==> src/rtl/pixel_compositor.sv <==
// pixel_compositor
//   Per-pixel colour compositor for the raycaster display. Draws the minimap
//   overlay (ray dots, player disc, walls) or the first-person wall column and
//   registers the result as RGB444. Player state is latched on frame_start so
//   a frame is drawn from one consistent snapshot. Ray-dot positions are
//   computed once per frame by a small FSM into a shadow set. The shadow set
//   is committed to the active set only when it is complete.
//
// Ports
//   Clk              pixel clock
//   Reset            synchronous, active-high
//   frame_start      one-cycle pulse at vblank start
//   de               display enable for the current pixel
//   DrawX, DrawY     current pixel (screen coordinates)
//   X, Y, size       player position and disc radius (map units)
//   x_vec, y_vec     signed view vector
//   map_en           1 = draw the minimap overlay
//   wall_on          minimap wall present at this pixel
//   wall_color       minimap wall colour, RGB444
//   memdata          column data: [11:8] shade, [7:0] half-height/2
//   Red/Green/Blue   registered pixel colour (2-cycle latency)
//   out_valid        de delayed by 2 cycles
//   dots_ready       committed dot set is valid for the current frame
module pixel_compositor #(
    parameter int MAP_W     = 160,
    parameter int MAP_H     = 120,
    parameter int MAP_SHIFT = 2,
    parameter int N_DOTS    = 9,
    parameter int RAY_HALF  = 1,
    parameter int Y_CENTER  = 240
) (
    input  logic        Clk,
    input  logic        Reset,
    input  logic        frame_start,
    input  logic        de,
    input  logic [9:0]  DrawX,
    input  logic [9:0]  DrawY,
    input  logic [9:0]  X,
    input  logic [9:0]  Y,
    input  logic [9:0]  size,
    input  logic [7:0]  x_vec,
    input  logic [7:0]  y_vec,
    input  logic        map_en,
    input  logic        wall_on,
    input  logic [11:0] wall_color,
    input  logic [11:0] memdata,
    output logic [3:0]  Red,
    output logic [3:0]  Green,
    output logic [3:0]  Blue,
    output logic        out_valid,
    output logic        dots_ready
);

    localparam int KW        = $clog2(N_DOTS);
    localparam int ACC_W     = 8 + KW;
    localparam int DOT_SHIFT = $clog2(N_DOTS - 1);
    localparam int MW        = 8 + MAP_SHIFT;
    localparam logic [KW-1:0]    K_LAST = KW'(N_DOTS - 1);
    localparam logic signed [15:0] RH   = 16'(RAY_HALF);
    localparam logic signed [11:0] YC   = 12'(Y_CENTER);

    typedef enum logic [1:0] {IDLE, CALC, COMMIT} state_t;

    state_t state_reg, state_next;
    logic   calc_en, commit_en;

    logic [9:0]  x_lat_reg, y_lat_reg, size_lat_reg;
    logic [7:0]  xv_lat_reg, yv_lat_reg;
    logic [KW-1:0] k_reg;
    logic signed [ACC_W-1:0] acc_x_reg, acc_y_reg;
    logic        dots_ready_reg;

    // ---------------- dot FSM ----------------
    // frame_start wins in every state: it re-latches and restarts at k=0,
    // so a pending shadow set is never committed.
    always_comb begin
        state_next = state_reg;
        calc_en    = 1'b0;
        commit_en  = 1'b0;
        if (frame_start) begin
            state_next = CALC;
        end else begin
            case (state_reg)
                CALC: begin
                    calc_en = 1'b1;
                    if (k_reg == K_LAST) state_next = COMMIT;
                end
                COMMIT: begin
                    commit_en  = 1'b1;
                    state_next = IDLE;
                end
                default: state_next = IDLE;
            endcase
        end
    end

    always_ff @(posedge Clk) begin
        if (Reset) begin
            state_reg      <= IDLE;
            x_lat_reg      <= '0;
            y_lat_reg      <= '0;
            size_lat_reg   <= '0;
            xv_lat_reg     <= '0;
            yv_lat_reg     <= '0;
            k_reg          <= '0;
            acc_x_reg      <= '0;
            acc_y_reg      <= '0;
            dots_ready_reg <= 1'b0;
        end else begin
            state_reg <= state_next;
            if (frame_start) begin
                x_lat_reg      <= X;
                y_lat_reg      <= Y;
                size_lat_reg   <= size;
                xv_lat_reg     <= x_vec;
                yv_lat_reg     <= y_vec;
                k_reg          <= '0;
                acc_x_reg      <= '0;
                acc_y_reg      <= '0;
                dots_ready_reg <= 1'b0;
            end else if (calc_en) begin
                k_reg     <= k_reg + KW'(1);
                acc_x_reg <= acc_x_reg + $signed({{(ACC_W-8){xv_lat_reg[7]}}, xv_lat_reg});
                acc_y_reg <= acc_y_reg + $signed({{(ACC_W-8){yv_lat_reg[7]}}, yv_lat_reg});
            end else if (commit_en) begin
                dots_ready_reg <= 1'b1;
            end
        end
    end

    // acc holds k*vec; the arithmetic shift scales it so dot N_DOTS-1 lands
    // one full view vector away from the player.
    logic signed [ACC_W-1:0] acc_x_shr, acc_y_shr;
    logic signed [10:0]      dot_x_new, dot_y_new;
    assign acc_x_shr = acc_x_reg >>> DOT_SHIFT;
    assign acc_y_shr = acc_y_reg >>> DOT_SHIFT;
    assign dot_x_new = $signed({1'b0, x_lat_reg}) + 11'(acc_x_shr);
    assign dot_y_new = $signed({1'b0, y_lat_reg}) + 11'(acc_y_shr);

    // ---------------- S1: hit terms ----------------
    logic [MW-1:0]      map_x, map_y;
    logic signed [15:0] map_x_s, map_y_s;
    logic [N_DOTS-1:0]  dot_hit_vec;

    assign map_x   = {DrawX[7:0], {MAP_SHIFT{1'b0}}};
    assign map_y   = {DrawY[7:0], {MAP_SHIFT{1'b0}}};
    assign map_x_s = $signed({{(16-MW){1'b0}}, map_x});
    assign map_y_s = $signed({{(16-MW){1'b0}}, map_y});

    generate
        for (genvar gi = 0; gi < N_DOTS; gi++) begin : g_dot
            logic signed [10:0] shadow_x_reg, shadow_y_reg;
            logic signed [10:0] active_x_reg, active_y_reg;
            logic signed [15:0] diff_x, diff_y;

            always_ff @(posedge Clk) begin
                if (Reset) begin
                    shadow_x_reg <= '0;
                    shadow_y_reg <= '0;
                    active_x_reg <= '0;
                    active_y_reg <= '0;
                end else begin
                    if (calc_en && (k_reg == KW'(gi))) begin
                        shadow_x_reg <= dot_x_new;
                        shadow_y_reg <= dot_y_new;
                    end
                    if (commit_en) begin
                        active_x_reg <= shadow_x_reg;
                        active_y_reg <= shadow_y_reg;
                    end
                end
            end

            // Differences are wide enough that negative dot coordinates
            // never wrap into a false hit.
            assign diff_x = map_x_s - 16'(active_x_reg);
            assign diff_y = map_y_s - 16'(active_y_reg);
            assign dot_hit_vec[gi] = (diff_x >= -RH) && (diff_x <= RH) &&
                                     (diff_y >= -RH) && (diff_y <= RH);
        end
    endgenerate

    logic               in_map, player_hit, above, below;
    logic signed [31:0] dx32, dy32, dist32, rad32;
    logic [8:0]         h9;
    logic signed [11:0] y_s, h_s;

    assign in_map = map_en && (DrawX <= 10'(MAP_W)) && (DrawY <= 10'(MAP_H));
    assign dx32   = $signed({{(32-MW){1'b0}}, map_x}) - $signed({22'b0, x_lat_reg});
    assign dy32   = $signed({{(32-MW){1'b0}}, map_y}) - $signed({22'b0, y_lat_reg});
    assign dist32 = dx32 * dx32 + dy32 * dy32;
    assign rad32  = $signed({22'b0, size_lat_reg}) * $signed({22'b0, size_lat_reg});
    assign player_hit = (dist32 <= rad32);

    // Column bounds are compared signed so a tall column (h > Y_CENTER)
    // gives a negative top instead of wrapping.
    assign h9    = {memdata[7:0], 1'b0};
    assign y_s   = $signed({2'b00, DrawY});
    assign h_s   = $signed({3'b000, h9});
    assign above = (y_s < (YC - h_s));
    assign below = (y_s > (YC + h_s));

    logic        s1_de_reg, s1_in_map_reg, s1_dot_reg, s1_player_reg;
    logic        s1_wall_reg, s1_above_reg, s1_below_reg;
    logic [11:0] s1_wall_color_reg;
    logic [3:0]  s1_shade_reg;

    always_ff @(posedge Clk) begin
        if (Reset) begin
            s1_de_reg         <= 1'b0;
            s1_in_map_reg     <= 1'b0;
            s1_dot_reg        <= 1'b0;
            s1_player_reg     <= 1'b0;
            s1_wall_reg       <= 1'b0;
            s1_above_reg      <= 1'b0;
            s1_below_reg      <= 1'b0;
            s1_wall_color_reg <= '0;
            s1_shade_reg      <= '0;
        end else begin
            s1_de_reg         <= de;
            s1_in_map_reg     <= in_map;
            s1_dot_reg        <= |dot_hit_vec;
            s1_player_reg     <= player_hit;
            s1_wall_reg       <= wall_on;
            s1_above_reg      <= above;
            s1_below_reg      <= below;
            s1_wall_color_reg <= wall_color;
            s1_shade_reg      <= memdata[11:8];
        end
    end

    // ---------------- S2: colour select ----------------
    logic [11:0] rgb_next, rgb_reg;
    logic        out_valid_reg;

    always_comb begin
        rgb_next = 12'h000;
        if (s1_de_reg) begin
            if (s1_in_map_reg) begin
                if (s1_dot_reg)         rgb_next = 12'hFFF;
                else if (s1_player_reg) rgb_next = 12'hF70;
                else if (s1_wall_reg)   rgb_next = s1_wall_color_reg;
                else                    rgb_next = 12'h004;
            end else begin
                if (s1_above_reg)       rgb_next = 12'h337;
                else if (s1_below_reg)  rgb_next = 12'h733;
                else                    rgb_next = {s1_shade_reg, s1_shade_reg, s1_shade_reg};
            end
        end
    end

    always_ff @(posedge Clk) begin
        if (Reset) begin
            rgb_reg       <= '0;
            out_valid_reg <= 1'b0;
        end else begin
            rgb_reg       <= rgb_next;
            out_valid_reg <= s1_de_reg;
        end
    end

    assign Red        = rgb_reg[11:8];
    assign Green      = rgb_reg[7:4];
    assign Blue       = rgb_reg[3:0];
    assign out_valid  = out_valid_reg;
    assign dots_ready = dots_ready_reg;

endmodule

==> config.mk <==
export PLATFORM = sky130hd
export DESIGN_NAME = pixel_compositor
export DESIGN_NICKNAME = d
export VERILOG_FILES = /design/src/rtl/pixel_compositor.sv
export SDC_FILE = /design/constraint.sdc
export NUM_CORES = 2
export LEC_CHECK = 0
export CAP_MARGIN = 15
export CORE_ASPECT_RATIO = 1.25
export CORE_MARGIN = 4
export CORE_UTILIZATION = 49
export DETAILED_ROUTE_END_ITERATION = 12
export PLACE_DENSITY = 0.66
export REMOVE_ABC_BUFFERS = 1
export SLEW_MARGIN = 10
export SYNTH_ARGS = -nofsm -noshare
export SYNTH_HDL_FRONTEND = slang
export SYNTH_SLANG_ARGS = --single-unit
==> constraint.sdc <==
create_clock -name Clk -period 12.95 [get_ports Clk]
set_clock_uncertainty 0.2 [all_clocks]
set_input_delay 2.59 -clock Clk [delete_from_list [all_inputs] [get_ports Clk]]
set_output_delay 2.59 -clock Clk [all_outputs]
set_load 0.05 [all_outputs]
==> impl_metrics.env <==
export IMPL_grtUsageTotal_pct=24.2
export IMPL_dieHeight_um=325
export IMPL_row_count=115
export IMPL_cts_tree="done"
export IMPL_place_congestion=0.888
export IMPL_synthTopCellsByArea="dfxtp_1 26%, fa_1 15%, ha_1 12%, nand2_1 8.0%, a21oi_1 6.7%"
export IMPL_ys_seq_elements=509
export IMPL_status="completed"
export IMPL_hold_start="g_dot[4].shadow_y_reg[10]$_SDFFE_PP0P_"
export IMPL_post_cts_resized=0
export IMPL_hold_path_end="g_dot[4].active_y_reg[10]$_SDFFE_PP0P_"
export IMPL_ys_seq_area_share_pct=25.9
export IMPL_placedCellCount=5849
export IMPL_synth_main_ff_cell="dfxtp_1"
export IMPL_clock_latency_ns=0.62
export IMPL_grt_pass1_wl_um=165000
export IMPL_grt_remaining_overflow=0
export IMPL_crit_path_top_delay_cell="fa_1"
export IMPL_ys_warn_count=0
export IMPL_port_buffers=109
export IMPL_worstPathArrival_ns=12.37
export IMPL_final_hold_viol_count=0
export IMPL_tightest_slew_ns=1.30
export IMPL_core_um2=79100
export IMPL_die_area_um2=84900
export IMPL_top_layer="met4"
export IMPL_grt_start_max_net_pins=199
export IMPL_max_freq_mhz=82.9
export IMPL_cts_buffers=53
export IMPL_regToRegEndpoint="s1_player_reg$_SDFF_PP0_"
export IMPL_die_w_um=261
export IMPL_avgSynthCellArea_um2=8.16
export IMPL_cp_start_kind="primary input"
export IMPL_drc=0
export IMPL_holdCritPathClass="reg -> reg"
export IMPL_rsz0062_at_grt="no"
export IMPL_period_share_pct=93.1
export IMPL_slowest_delay_ns=0.65
export IMPL_clkTransAtPathRegs_ns=0.06
export IMPL_drt_pass1_iterations=6
export IMPL_post_dp_hpwl_um=75400
export IMPL_fin_crit_ns=12.06
export IMPL_netlist_area_um2=39300
export IMPL_synth_area_leader_cell="dfxtp_1"
export IMPL_r2r_cells=32
export IMPL_cp_common_cell="fa_1"
export IMPL_io_pins=110
export IMPL_worstReg2RegStart="y_lat_reg[1]$_SDFFE_PP0P_"
export IMPL_utilization_pct=54.9
export IMPL_grt_pass1_vias=31400
export IMPL_r2r_setup_slack_ns=2.71
export IMPL_start_util_pct=49.7
export IMPL_dr_wl_met2_um=49200
export IMPL_postCtsSetupRepairBufs=0
export IMPL_antenna_left=0
export IMPL_finalSetupViolations=0
export IMPL_crit_path_end_kind="flip-flop"
export IMPL_clk_path_buf_depth=3
export IMPL_antenna_found_initial=1
export IMPL_wl_met3_um=5580
export IMPL_synth_cell_types=88
export IMPL_syn_to_final_growth_pct=10.4
export IMPL_yosysTopAreaCellShare_pct=25.9
export IMPL_met1_length_um=45100
export IMPL_hold_buffers=0
export IMPL_final_max_slew_violation_count=0
export IMPL_drt_iter0_markers=2252
export IMPL_min_path_cells=2
export IMPL_instances_no_fill=5950
export IMPL_async_flop_share_pct=0
export IMPL_path_max_fanout=11
export IMPL_synth_enable_flop_cells=0
export IMPL_path_class="in -> reg"
export IMPL_cts_sinks=509
export IMPL_vias=32300
export IMPL_max_slew_margin_pct=13.6
export IMPL_wirelength_um=104000
export IMPL_drv_cap=0
export IMPL_vias_per_cell=5.42
export IMPL_htreeDepth=2
export IMPL_synthCells=4819
export IMPL_layout_common_cells="843 x nand2_1, 594 x inv_1, 530 x a21oi_1"
export IMPL_post_drt_wl_per_cell_um=17.4
export IMPL_cts_root_buf="clkbuf_16"
export IMPL_nets=5628
export IMPL_fill_cells=7522
export IMPL_drive_gt1_share_pct=4.25
export IMPL_final_common_cell="nand2_1"
export IMPL_cp_required_ns=13.26
[stage by stage]
stage | TNS (ns) | instance area [µm²] | worst slack (ns) | hold WS [ns]
final | 0 | 43400 | 0.889 | 0.243
after global routing | 0 | 43400 | 0.280 | 0.252
after CTS | 0 | 43400 | 0.838 | 0.237
after detailed placement | 0 | 41500 | 0.224 | 0.228
after global placement | 0 | 41500 | 0.426 | 0.228
after floorplan | -136.17 | 38600 | -0.688 | 0.222
[cell type report]
| cell class | count | area [µm²] | area share [%] |
|---|---|---|---|
| clock buffer | 68 | 1440 | 3.32 |
| antenna | 1 | 2.50 | 0.00576 |
| sequential | 509 | 10200 | 23.5 |
| timing repair buffer | 162 | 1530 | 3.53 |
| multi-input combinational | 3528 | 26300 | 60.5 |
| clock inverter | 31 | 439 | 1.01 |
| tap | 1053 | 1320 | 3.03 |
| inverter | 598 | 2240 | 5.17 |
[logic make-up after synthesis]
group,count (synthesis),synth area share (%)
flip-flops,509,25.9
adder cells (fa/ha/maj),680,27.2
AO/OA/AOI/OAI,923,14.0
AND/OR/NAND/NOR,1657,19.3
buffers and inverters,782,7.46
multiplexers,64,1.64
XOR/XNOR,204,4.54
[worst max-delay path, delay by kind of cell]
family,cells,cell delay [ns]
and+or+nand+nor,7,1.16
AOI/OAI and AO/OA,12,2.41
buffers and inverters,7,1.34
adders and majority gates,10,4.84
[Yosys cell counts (11+ instances only)]
| library cell | count |
|---|---|
| or3_1 | 19 |
| nand4b_1 | 18 |
| xnor2_1 | 109 |
| o31ai_1 | 26 |
| nor2_1 | 324 |
| nand4_1 | 19 |
| nor3b_1 | 15 |
| nand3_1 | 58 |
| a211oi_1 | 34 |
| clkbuf_1 | 169 |
| nor4_1 | 15 |
| or4_1 | 11 |
| and3_1 | 20 |
| inv_1 | 594 |
| nand2_1 | 843 |
| a21boi_0 | 14 |
| and2_1 | 67 |
| a21oi_1 | 530 |
| a31oi_1 | 20 |
| a21o_1 | 42 |
| o211ai_1 | 21 |
| ha_1 | 387 |
| xor2_1 | 95 |
| nand3b_1 | 18 |
| o21ai_0 | 94 |
| or2_2 | 23 |
| nor2b_1 | 48 |
| nor4b_1 | 11 |
| nand2b_1 | 33 |
| o2111ai_1 | 11 |
| buf_1 | 15 |
| nor3_1 | 75 |
| mux2i_1 | 62 |
| fa_1 | 293 |
| dfxtp_1 | 509 |
| o21a_1 | 31 |
[how the worst max path moves through the flow]
| stage | from | endpoint | slack, ns |
|---|---|---|---|
| floorplan | frame_start | g_dot[0].active_x_reg[0]$_SDFFE_PP0P_ | -0.69 |
| global placement | DrawY[0] | s1_player_reg$_SDFF_PP0_ | 0.43 |
| detailed placement | DrawY[0] | s1_player_reg$_SDFF_PP0_ | 0.22 |
| CTS | DrawY[0] | s1_player_reg$_SDFF_PP0_ | 0.84 |
| global route | DrawY[0] | s1_player_reg$_SDFF_PP0_ | 0.28 |
| finish | DrawY[0] | s1_player_reg$_SDFF_PP0_ | 0.89 |
[per-layer routing]
metal	GRT usage, %	vias up
met4	8.17	0
met5	0	-
met3	2.95	194
li1	-	16000
met1	31.9	15400
met2	41.2	774
Power is not shown: default switching activity piles up to over one toggle a cycle in this logic, so the estimate is an artifact.
==> RTL edit: new RTL, same settings <==
Set the parameter `N_DOTS` to 8 (it was 9).
--- a/src/rtl/pixel_compositor.sv
+++ b/src/rtl/pixel_compositor.sv
@@ -25,7 +25,7 @@
     parameter int MAP_W     = 160,
     parameter int MAP_H     = 120,
     parameter int MAP_SHIFT = 2,
-    parameter int N_DOTS    = 9,
+    parameter int N_DOTS    = 8,
     parameter int RAY_HALF  = 1,
     parameter int Y_CENTER  = 240
 ) (
Check against the original RTL: not settled (the Yosys comparison gave no result); the edit may change what the design does.
==> RTL edit against the original RTL <==
  * Routed wire length is 4.8% lower
  * Non-clock buffer count is 5 higher
  * Sequential cell count is 47 lower
  * Sequential share of layout area is 0.85 points lower
  * Worst setup slack better by 0.073 ns
  * Global-route usage is 0.41 points higher
  * Count of clock-buffer cells in the layout is 1 higher
  * Synthesized cell count is 6.5% lower
  * Synthesized area is 6.2% lower
  * Final area is 5.8% lower
  * Final cell count is 6.3% lower
Power is left out: the tool's default activity adds up to more than one toggle a clock period on the data nets, which glitch-free logic cannot reach.
==> RTL edit: results (changes against the original RTL) <==
stage;metric;value;unit;change
sta;share of the clock period used by the worst path after layout;92.6;%;-0.56 points
global_routing;wire length of the first global-routing pass;157000;um;-5.3%
critical_path;slack of the worst reg-to-reg path;2.90;ns;+0.19 ns
drt;Detailed Routing Iterations Pass 1;5;;-1
yosys;Compound-Gate Fraction of Synth Area;13.4;%;-0.54 points
yosys;sequential cell area fraction in the yosys report;25.1;%;-0.84 points
critical_path;data arrival at the endpoint of the critical path;12.27;ns;-0.10 ns
critical_path;count of cells along the worst register-to-register path;40;;+25%
cells_and_area;Final #Nets;5323;;-5.4%
yosys;share of synthesized cell area in full adder, half adder and majority cells;28.5;%;+1.3 points
global_routing;number of global-route vias before repair;29400;;-6.6%
placed_design;final estimated routing congestion in global placement;0.899;;+1.2%
clock_network;later-pin clock latency in the skew report;0.62;ns;about the same
yosys;count of synthesis-stage warnings from yosys;0;;unchanged
drt;Routed wire per std cell;17.7;um;+1.5%
yosys;cell types with the largest area share after synthesis;dfxtp_1, fa_1, ha_1;;
critical_path;origin of the worst setup path;DrawY[1];;
cells_and_area;proportion of layout cells with a drive suffix above 1;4.10;%;-0.14 points
placed_design;worst setup slack before clock tree synthesis;0.426;ns;+0.203 ns
clock_network;number of clock buffers inserted by TritonCTS;51;;-3.8%
run_status;run status;completed;;
placed_design;area of placed instances;39000;um^2;-6.0%
worst_hold_path;worst min-delay path class;reg2reg;;
yosys;most numerous cell types in the synthesized netlist;nand2_1, inv_1, a21oi_1;;
placed_design;Post-DP HPWL;72300;um;-4.1%
yosys;portion of netlist area occupied by mux cells;1.50;%;-0.13 points
critical_path;worst reg2reg startpoint;y_lat_reg[0]$_SDFFE_PP0P_;;
drt;iteration-0 DRC count of the detailed router;1780;;-21%
placed_design;quantity of I/O buffers inserted on ports;109;;unchanged
sta;Worst slew margin;15.9;%;+2.2 points
sta;final count of hold timing violations;0;;unchanged
yosys;number of unique standard cell types used by synthesis;89;;+1.1%
clock_network;clock slew at the register clock pins of the worst setup and hold paths;0.07;ns;
global_routing;initial antenna violation count;3;;+2
global_routing;overall track demand over capacity in global routing;24.6;%;+0.41 points
clock_network;number of levels in the clock H-tree;2;;unchanged
cells_and_area;fillers;7009;;-6.8%
yosys;Post-Synth XOR/XNOR Area;4.67;%;+0.13 points
drt;average via count per standard cell;5.41;;-0.22%
global_routing;largest net degree at the start of global routing;165;;-17%
==> RTL edit: worst min path at each step <==
stage	from	endpoint	slack (ns)	depth (start not counted)
floorplan	s1_wall_color_reg[0]$_SDFF_PP0_	rgb_reg[0]$_SDFF_PP0_	0.22	2
global placement	s1_wall_color_reg[1]$_SDFF_PP0_	rgb_reg[1]$_SDFF_PP0_	0.23	2
detailed placement	s1_wall_color_reg[0]$_SDFF_PP0_	rgb_reg[0]$_SDFF_PP0_	0.23	2
CTS	g_dot[5].shadow_y_reg[2]$_SDFFE_PP0P_	g_dot[5].active_y_reg[2]$_SDFFE_PP0P_	0.21	2
global route	g_dot[5].shadow_y_reg[1]$_SDFFE_PP0P_	g_dot[5].active_y_reg[1]$_SDFFE_PP0P_	0.24	2
finish	g_dot[5].shadow_y_reg[2]$_SDFFE_PP0P_	g_dot[5].active_y_reg[2]$_SDFFE_PP0P_	0.20	2
==> RTL edit: final cells by class <==
class                           instances  area, um^2  share of cell area (%)
Timing Repair Buffer                  167        1560                    3.82
Tap cell                              969        1210                    2.96
Inverter                              583        2190                    5.35
Multi-Input combinational cell       3298       24900                    60.8
Clock inverter                         26         388                   0.948
Antenna cell                            2        5.00                  0.0122
Clock buffer                           69        1430                    3.50
Sequential cell                       462        9250                    22.6
==> RTL edit: kinds of logic after synthesis <==
| kind of cell | after synthesis |
|---|---|
| buffers and inverters | 747 |
| and+or+nand+nor | 1549 |
| muxes | 55 |
| xor gates and xnor gates | 196 |
| adders and majority gates | 664 |
| DFF | 462 |
| AOI/OAI and AO/OA | 834 |
==> RTL edit: tightest hold or removal path: cells and delay by family, from the launching register on <==
family | cells | cell delay, ns
flops | 1 | 0.31
simple gates | 1 | 0.05
compound gates | 1 | 0.05
==> RTL edit: per-stage QoR <==
step | hold slack, ns | std cells
floorplan | 0.222 | 4343
global placement | 0.232 | 5476
detailed placement | 0.232 | 5476
CTS | 0.209 | 5571
global route | 0.238 | 5575
finish | 0.196 | 5576
==> RTL edit: per-layer routing <==
metal	vias to the layer above	part of all wire (%)	GRT usage, %
met5	-	0	0
met4	0	4.0	8.70
met3	186	5.4	3.54
met2	667	48	42.2
met1	14400	43	31.8
li1	15000	-	-
